**config.mk**
```make
export PLATFORM = sky130hd
export DESIGN_NAME = cmd_dispatcher
export DESIGN_NICKNAME = d
export VERILOG_FILES = /design/src/rtl/cmd_dispatcher.sv
export SDC_FILE = /design/constraint.sdc
export NUM_CORES = 1
export LEC_CHECK = 0
export ABC_AREA = 1
export CORE_UTILIZATION = 50
export DETAILED_ROUTE_END_ITERATION = 10
export PLACE_DENSITY = 0.83
export SYNTH_ARGS = -nofsm -noshare
export SYNTH_HDL_FRONTEND = slang
export SYNTH_SLANG_ARGS = --single-unit
```
**constraint.sdc**
```tcl
create_clock -name clk -period 4.5 [get_ports clk]
set_input_delay 0.9 -clock clk [delete_from_list [all_inputs] [get_ports clk]]
set_output_delay 0.9 -clock clk [all_outputs]
set_load 0.01 [all_outputs]
```
**src/rtl/cmd_dispatcher.sv**
```systemverilog
// cmd_dispatcher: decodes one opcode byte from the UART receiver, enables the
// matching capture/readout engine, forwards that engine's byte stream to the
// shared UART transmitter and returns to idle once the engine is done.
// Unknown opcodes answer with a NAK byte; a watchdog aborts a hung engine.
module cmd_dispatcher #(
  parameter int                 NUM_ENG        = 4,
  parameter logic [8*NUM_ENG-1:0] OPCODES      = {8'h72, 8'h71, 8'h22, 8'h21},
  parameter int                 TIMEOUT_CYCLES = 50_000_000,
  parameter int                 TO_W           = 26,
  parameter logic [7:0]         NAK_BYTE       = 8'h15,
  parameter logic [7:0]         TO_BYTE        = 8'hEE
) (
  input  logic                   clk,
  input  logic                   reset,
  input  logic                   rx_ready,
  input  logic [7:0]             rx_data,
  input  logic                   tx_active,
  input  logic                   tx_done,
  output logic                   tx_start,
  output logic [7:0]             tx_data,
  output logic [NUM_ENG-1:0]     eng_activate,
  input  logic [NUM_ENG-1:0]     eng_done,
  input  logic [NUM_ENG-1:0]     eng_tx_start,
  input  logic [8*NUM_ENG-1:0]   eng_tx_data,
  output logic [7:0]             status,
  output logic                   err_timeout
);

  localparam int IDX_W = (NUM_ENG > 1) ? $clog2(NUM_ENG) : 1;

  localparam logic [2:0] ST_IDLE  = 3'd0;
  localparam logic [2:0] ST_RUN   = 3'd1;
  localparam logic [2:0] ST_SEND  = 3'd2;
  localparam logic [2:0] ST_SENDW = 3'd3;
  localparam logic [2:0] ST_DRAIN = 3'd4;

  localparam logic [TO_W-1:0] WD_LAST = TO_W'(TIMEOUT_CYCLES - 1);

  logic [2:0]       state;
  logic             rx_prev;
  logic             rx_strobe;
  logic [IDX_W-1:0] eng_idx;
  logic [7:0]       send_byte;
  logic [TO_W-1:0]  wd_count;
  logic             wd_expired;

  logic             op_match;
  logic [IDX_W-1:0] op_idx;
  logic             sel_done;
  logic             sel_tx_start;
  logic [7:0]       sel_tx_data;
  logic [NUM_ENG-1:0] sel_onehot;

  assign rx_strobe    = rx_ready & ~rx_prev;
  assign wd_expired   = (wd_count == WD_LAST);
  assign sel_done     = eng_done[eng_idx];
  assign sel_tx_start = eng_tx_start[eng_idx];
  assign sel_tx_data  = eng_tx_data[8*eng_idx +: 8];
  assign sel_onehot   = NUM_ENG'(1) << eng_idx;

  // Opcode lookup; scanning from the top down leaves the lowest matching index.
  always_comb begin
    op_match = 1'b0;
    op_idx   = '0;
    for (int i = NUM_ENG - 1; i >= 0; i--) begin
      if (rx_data == OPCODES[8*i +: 8]) begin
        op_match = 1'b1;
        op_idx   = IDX_W'(i);
      end
    end
  end

  // Previous rx_ready level; resets high so a level held through reset is no strobe.
  always_ff @(posedge clk or negedge reset) begin
    if (!reset) rx_prev <= 1'b1;
    else        rx_prev <= rx_ready;
  end

  // Command sequencer plus the registered tx path and status/error outputs.
  always_ff @(posedge clk or negedge reset) begin
    if (!reset) begin
      state       <= ST_IDLE;
      eng_idx     <= '0;
      send_byte   <= 8'h00;
      status      <= 8'h00;
      err_timeout <= 1'b0;
      tx_start    <= 1'b0;
      tx_data     <= 8'h00;
    end else begin
      tx_start <= 1'b0;
      case (state)
        ST_IDLE: begin
          if (rx_strobe) begin
            if (op_match) begin
              eng_idx <= op_idx;
              status  <= rx_data;
              state   <= ST_RUN;
            end else begin
              send_byte <= NAK_BYTE;
              state     <= ST_SEND;
            end
          end
        end
        ST_RUN: begin
          if (sel_tx_start && (sel_done || !wd_expired)) begin
            tx_start <= 1'b1;
            tx_data  <= sel_tx_data;
          end
          if (sel_done) begin
            state <= ST_DRAIN;
          end else if (wd_expired) begin
            err_timeout <= 1'b1;
            send_byte   <= TO_BYTE;
            state       <= ST_SEND;
          end
        end
        ST_SEND: begin
          if (!tx_active) begin
            tx_start <= 1'b1;
            tx_data  <= send_byte;
            state    <= ST_SENDW;
          end
        end
        ST_SENDW: begin
          if (tx_done) state <= ST_DRAIN;
        end
        ST_DRAIN: begin
          if (!tx_active && !rx_ready) state <= ST_IDLE;
        end
        default: state <= ST_IDLE;
      endcase
    end
  end

  // Engine enable trails the state by one cycle, so it drops the cycle after leaving RUN.
  always_ff @(posedge clk or negedge reset) begin
    if (!reset)                eng_activate <= '0;
    else if (state == ST_RUN)  eng_activate <= sel_onehot;
    else                       eng_activate <= '0;
  end

  // Watchdog: held at zero outside RUN, counts RUN cycles and saturates.
  always_ff @(posedge clk or negedge reset) begin
    if (!reset)                 wd_count <= '0;
    else if (state != ST_RUN)   wd_count <= '0;
    else if (wd_count != '1)    wd_count <= wd_count + 1'b1;
  end

endmodule

```
# == Yosys cells after proc, flatten, opt, wreduce, memory -nomap -nowiden ==
# Index checks and enable logic that the tools add are counted.
# op_classes
n_addsub,1
order_cmp,1
eq_ne,20
n_shift,2
muxes,34
bitwise,3
reduce_logical,15
# op_table
op,count
26-bit 2-to-1 mux,2
8-bit 2-to-1 mux,6
8-bit one-hot mux with 2 select lines,2
32-bit by 6-bit indexed part select with 8-bit output,1
26-bit by 1-bit adder with 26-bit output (second input constant),1
26-bit equality test (second input constant),1
26-bit inequality test (second input constant),1
3-bit 2-to-1 mux,6
8-bit by 6-bit equality test with 1-bit output (second input constant),2
8-bit by 7-bit equality test with 1-bit output (second input constant),2
2-bit inequality test (second input constant),8
3-bit one-hot mux with 5 select lines,1
2-bit 2-to-1 mux,5
5-bit AND reduction,2
3-bit AND reduction,3
1-bit 2-to-1 mux,8
3-bit by 2-bit equality test with 1-bit output (second input constant),2
2-bit nonzero test,3
1-bit binary-select mux with 2-bit select,2
4-bit 2-to-1 mux,1
1-bit by 2-bit << shifter with 4-bit output (first input constant),1
3-bit by 1-bit equality test with 1-bit output (second input constant),1
3-bit equality test (second input constant),1
1-bit zero test,3
other kinds (9),11
# word_totals
register_bits,62
in_bits,53
output_inout_bits,22
word_cells,86

# == Longest topological paths before layout ==
# Gate-level depths: netlist (run 1).
# logic_depth
depth_word,8
depth_mapped,11
ltp_nobuf,10

# == Least setup slack after synthesis (run 1) ==
# No wires, ideal clock.
# synth_timing
path_type,input to register
startpoint,input port rx_data[3]
endpoint,register status[0]
setup_time_ns,0.119
arrival_time_ns,1.715
required_time_ns,4.381
path_slack_ns,2.667
path_stages,9
path_buffers,0
path_cell_list,nor2_1 > nand3_1 > nand2_1 > nand2_1 > nor2_2 > nand2_1 > inv_2 > nand2_1 > o21a_1
# synth_between
elab_chain_len,6
elab_cells_between_ends,9
cone_classes,4 x eq/ne; 4 x mux; 1 x reduce/logical
# synth_lines
item,line,text
start: declaration,16,"input logic [7:0] rx_data,"
8-bit by 7-bit equality test with 1-bit output,66,if (rx_data == OPCODES[8*i +: 8]) begin
1-bit 2-to-1 mux (3 in a row),66,
1-bit 2-to-1 mux (*),66,
3-bit AND reduction (no source line) (*),-,
end signal: assignment,96,status <= rx_data;
end: declaration,25,"output logic [7:0] status,"
# Every way passes the cells marked *; elsewhere a longest branch is shown, timed or not.
# A chain may end at the register's enable or synchronous reset.

# == Worst setup path in the final report (run 1) ==
# layout_timing
startpoint,register tx_data[7]
endpoint,output port tx_data[7]
# layout_rtl
item,line,text
start: declaration,20,"output logic [7:0] tx_data,"
start signal: assignment,107,tx_data <= sel_tx_data;
start signal: assignment,120,tx_data <= send_byte;
# No word-level cell between the ends.

==> key figures, run 1 <==
Critical path
  – Slowest CP cell: clkdlybuf4s50_1
  – Crit path max fanout: 2
  – Cells along the critical path: clkdlybuf4s50_1
  – Buf/Inv on CP: 1
  – Startpoint Class: flip-flop
  – WP data required: ~3.6 ns
  – Setup crit end kind: output port
  – Crit Path Category: reg -> out
  – Critical Path AT: 1.28 ns
  – Crit-path max cell delay: 0.57 ns
  – Crit path max-delay family: buffers and inverters

Synth
  – Yosys top cell area share: 40.9%
  – Synth cell count leaders: 160 x nand2_1, 56 x dfrtp_1, 55 x nand3_1, 46 x nor2_1, 40 x inv_1
  – Top-count cell post-synth: nand2_1
  – Netlist cell types: 38
  – Synth top area cells: dfrtp_1 41%, nand2_1 18%, nand3_1 8.0%
  – Syn. warnings: 0
  – Synthesis-stage register bit count: 57
  – Cell area after synthesis: around 0.0034 mm²
  – Sequential share of the synthesized area: around two fifths
  – EDFF count, synth: 0
  – Avg Cell Area, Syn: approximately 7.3 µm²
  – Syn Inst Count: roughly 470
  – Syn nets: ~520
  – Top FF cell, synth: dfrtp_1
  – Yosys top cell by area: dfrtp_1
  – Synth async-reset ratio: 100%

CTS
  – Clock Tree Root: clkbuf_8
  – Clk_lat worst skew: 0.34 ns
  – Clock buffer depth: 2
  – Post-CTS Setup Bufs: 0
  – Resized Gates After CTS: 0
  – CTS tree: built
  – CTS buffer count: 9
  – Cts hold-fix bufs: 0
  – CTS sink cnt: 57
  – Clock transition at the registers of the reported paths: about 0.070 ns
  – H-tree Lvls: 3

Finish
  – Fill count: approximately 540
  – Fin area: roughly 0.0044 mm²
  – # diodes: 0
  – Layout cells sized above 1: between 10 and 15%
  – Final nets: 599
  – Post-layout util: 67.4%
  – Layout Area Growth over Synthesis: 27.6%

Place
  – Placed standard-cell area: ~0.0042 mm²
  – Post-DP HPWL: between 6 and 7 mm
  – GP Congestion: 0.940
  – IO Port Bufs: 74

Global routing
  – Largest net degree at the start of global routing: 34
  – Vias in the first global route: roughly 3300
  – Grt ovf: 0
  – Initial antenna violation count: 0
  – Global-route wire length before repair: around 14 mm
  – All-Layer GR Usage: 25.8%

Die
  – I/O Pins: between 70 and 80
  – Core area: between 0.006 and 0.007 mm²
  – Die width: roughly 85 µm
  – Die extent in y: between 80 and 90 µm
  – FP Rows: 29
  – Die area: slightly above 0.007 mm²
  – Initial Util: approximately 53%

Power
  – VDD IR max: slightly above 0.0002 V
  – Cell Pwr Density: about 400 mW/mm²
  – Leak: roughly 0.0021 µW

Route
  – DR iter-0 viols: roughly 170
  – DRC errors left: 0
  – Routed WL per cell: 13.4 µm
  – Vias per Instance: around 5.2
  – Routed wire length: between 8 and 9 mm
  – Antenna viol nets, final: 0
  – DR pass1 iterations: 4
  – Vias: approximately 3300

STA
  – Worst Tran Pin Value: just under 0.8 ns
  – Period utilization: roughly half
  – Final Hold Viols: 0
  – Final Max Tran Viols: 0
  – Max Freq: between 400 and 500 MHz
  – Final setup vio count: 0
  – Worst Skew: roughly 0.011 ns
  – Max_slew headroom: around 47%
  – Tmin final: 2.18 ns
  – RSZ-0062 raised after global routing: no
  – Setup tns final: 0 ns

Job
  – Max_cap viols: 0

Status
  – Status: finished, final reports clean

Hold path
  – Worst hold path class: reg -> reg
==> state kept, by name, indices dropped and copies added (netlist names) <==
signal,count
status,8
state,3
send_byte,3
eng_idx,2
eng_activate,4
tx_data,8
rx_prev,1
tx_start,1
wd_count,26
err_timeout,1
==> cell type report <==
| type | instances | area [µm²] | area share (%) |
|---|---|---|---|
| clock buffer | 9 | 124 | 2.83 |
| clock inverter | 7 | 78.8 | 1.80 |
| inverter | 49 | 184 | 4.20 |
| multi-input combinational | 353 | 1720 | 39.3 |
| sequential | 57 | 1430 | 32.6 |
| tap | 77 | 96.3 | 2.20 |
| timing repair buffer | 75 | 743 | 17.0 |
==> final timing paths <==
kind	startpoint	slack [ns]	cells past startpoint	endpoint
min	send_byte[2]	0.45	2	send_byte[2]
max reg2reg	state[1]	2.51	5	wd_count[0]
max	tx_data[7]	2.32	1	tx_data[7]
max in group asynchronous	reset	3.00	2	rx_prev
min reg2reg	send_byte[2]	0.45	2	send_byte[2]
min in group asynchronous	reset	0.63	1	eng_activate[1]
==> stage by stage <==
step	hold slack, ns	instances	total power, µW	setup slack [ns]
after floorplan	0.420	469	1060	2.67
after global placement	0.434	611	1270	2.15
after detailed placement	0.441	611	1280	2.06
after CTS	0.458	627	1770	2.31
after global routing	0.486	627	1880	2.27
final	0.452	627	1760	2.32
==> power by group <==
group	internal (µW)	total, µW	leakage [µW]	switching [µW]
clock network	259	485	0.0000921	226
logic	257	616	0.00127	359
registers	592	656	0.000744	63.3
total	1110	1760	0.00211	649
==> placed cells by master, fill, tap and decap left out, types with 2 or more instances in the layout <==
| cell type | n |
|---|---|
| a22o_1 | 5 |
| nand2_2 | 3 |
| nand3_4 | 2 |
| clkdlybuf4s50_1 | 73 |
| nor2_4 | 6 |
| clkbuf_8 | 9 |
| nor3_2 | 2 |
| o31ai_1 | 4 |
| a21oi_1 | 2 |
| o21ai_0 | 19 |
| nor2_1 | 46 |
| nand4_1 | 6 |
| clkinv_4 | 2 |
| o21a_1 | 2 |
| nor3_4 | 2 |
| nand3_1 | 55 |
| or2_2 | 8 |
| nor2_2 | 4 |
| nor3_1 | 12 |
| inv_1 | 40 |
| o21bai_1 | 2 |
| inv_2 | 9 |
| clkinvlp_4 | 3 |
| dfrtp_1 | 56 |
| nand3_2 | 2 |
| nand2_1 | 160 |
==> cells by family (layout without fill, tap and decap cells) <==
logic type	after synthesis	after routing	synth area share, %
AO/OA/AOI/OAI	40	40	7.41
AND/OR/NAND/NOR	312	312	42.4
adder cells (fa/ha/maj)	1	1	0.365
buffers and inverters	59	140	8.14
flip-flops	57	57	41.6
==> per-layer routing <==
layer,vias up,share of wire [%],GRT usage [%]
li1,1665,-,-
met1,1481,43,30.0
met2,108,49,44.2
met3,19,5.9,8.26
met4,0,2.0,10.2
met5,-,0,0
No activity file was read; power rests on OpenSTA's default activity.
==> run 2, diff against run 1 <==
clock period = 2.2 ns   (was 4.5 ns; I/O delays follow)
==> key figures, run 2 (synthesized netlist as in run 1, its figures left out) <==
Job
  – Max_cap viols: 0

Die
  – Core area: roughly 0.0065 mm²
  – Die width: approximately 85 µm
  – Initial Util: 52.8%
  – Die extent in y: around 85 µm
  – Die area: 0.00719 mm²
  – FP Rows: 29
  – I/O Pins: 75

Finish
  – Fill count: 542
  – Final nets: 601
  – Reg with most FFs: wd_count
  – Register area: between 0.001 and 0.0015 mm²
  – Largest register FFs: 26
  – Biggest regs: wd_count x26, status x8, tx_data x8
  – Layout Area Growth over Synthesis: 28.4%
  – Most frequent cells in the layout: 160 x nand2_1, 73 x clkdlybuf4s50_1, 56 x dfrtp_1, 55 x nand3_1, 46 x nor2_1
  – # diodes: 0
  – Commonest non-fill, non-tap cell in the layout: nand2_1
  – Layout cells sized above 1: about 11%
  – Multi-input gate area: 0.00172 mm²

CTS
  – Clock transition at the registers of the reported paths: approximately 0.08 ns
  – Post-CTS Setup Bufs: 0
  – Cts hold-fix bufs: 0
  – CTS tree: built
  – H-tree Lvls: 3
  – CTS buffer count: 9
  – Clock Tree Root: clkbuf_8
  – Clock buffer depth: 2
  – Clk_lat worst skew: between 0.3 and 0.4 ns
  – CTS sink cnt: 57
  – Resized Gates After CTS: 0

Hold path
  – Worst hold path class: in -> async

Global routing
  – Initial antenna violation count: 0
  – Grt ovf: 0
  – Global-route wire length before repair: about 15 mm
  – Vias in the first global route: 3333
  – All-Layer GR Usage: 26.3%
  – Largest net degree at the start of global routing: 28

Critical path
  – Crit path max fanout: 25
  – Startpoint Class: flip-flop
  – Critical Path AT: approximately 2.2 ns
  – Buf/Inv on CP: 0
  – Crit-path max cell delay: around 0.43 ns
  – Crit path max-delay family: simple AND/OR/NAND/NOR gates
  – Crit Path Category: reg -> reg
  – Setup crit end kind: flip-flop
  – WP data required: ~2.5 ns
  – Cells along the critical path: ha_1, nand2_2, nor2_4, nand2_2, nor2_4, nand3_4, o21ai_0
  – Slowest CP cell: dfrtp_1

STA
  – Worst Tran Pin Value: ~0.73 ns
  – Setup tns final: 0 ns
  – Tmin final: about 2.0 ns
  – Final Hold Viols: 0
  – Setup ws final: about 0.24 ns
  – RSZ-0062 raised after global routing: no
  – Period utilization: 89.2%
  – Max Freq: about 500 MHz
  – Final setup vio count: 0
  – Final Max Tran Viols: 0
  – Max_slew headroom: a little over 50%
  – Worst Skew: roughly 0.0079 ns

Route
  – DR pass1 iterations: 4
  – Routed wire length: 8.35 mm
  – DRC errors left: 0
  – DR iter-0 viols: 191
  – Vias per Instance: 5.34
  – Vias: roughly 3400
  – Routed WL per cell: between 10 and 15 µm
  – Antenna viol nets, final: 0

Power
  – Leak: ~0.0021 µW
  – VDD IR max: about 0.00044 V
  – Cell Pwr Density: a little over 800 mW/mm²

Place
  – Dpl ws: ~0.25 ns
  – Post-DP HPWL: around 6.4 mm
  – GP Congestion: about 0.9
  – IO Port Bufs: between 70 and 80

Status
  – Status: finished, final reports clean
==> run 2: cell types whose count changed in the layout (fill, tap and decap cells not counted), sizes merged <==
| cell | change |
|---|---|
| clkinv | -1 |
| inv | +1 |
| buf | +2 |
==> run 2: final timing paths <==
kind	cells past startpoint	startpoint	slack [ns]	to
worst max register to register	7	wd_count[0]	0.24	wd_count[1]
max in group asynchronous	2	reset	1.63	wd_count[10]
worst min register to register	2	send_byte[2]	0.46	send_byte[2]
worst min-delay path	1	reset	0.008	wd_count[12]
min in group clk	2	send_byte[2]	0.46	send_byte[2]
worst max-delay path	7	wd_count[0]	0.24	wd_count[1]
==> run 2: metal layers <==
layer / vias up / wire (µm) / track usage, %
met5: - / 0 / 0
met4: 0 / 144 / 8.63
met3: 14 / 461 / 7.77
met2: 93 / 4060 / 44.0
met1: 1586 / 3680 / 32.6
li1: 1665 / - / -
==> run 2: power breakdown <==
group	switching [µW]	internal [µW]
Combinational	734	538
Clock	500	531
Sequential	130	1210
Total	1360	2280
==> run 2: per-stage QoR <==
stage	instances	hold WS, ns	instance area [µm²]	utilization, %	power, µW
after floorplan	469	0.144	3430	-	2170
after global placement	613	0.391	4200	64.7	2610
after detailed placement	613	0.396	4200	64.7	2630
after CTS	629	0.0125	4400	67.8	3660
after global routing	629	0.0291	4400	67.8	3870
final	629	0.00796	4400	67.8	3640
==> run 2: area by class of cell <==
class / count / share of cell area [%]
multi-input combinational: 353 / 39.1
sequential: 57 / 32.4
timing repair buffer: 77 / 17.5
inverter: 49 / 4.18
clock buffer: 9 / 2.81
tap: 77 / 2.19
clock inverter: 7 / 1.79
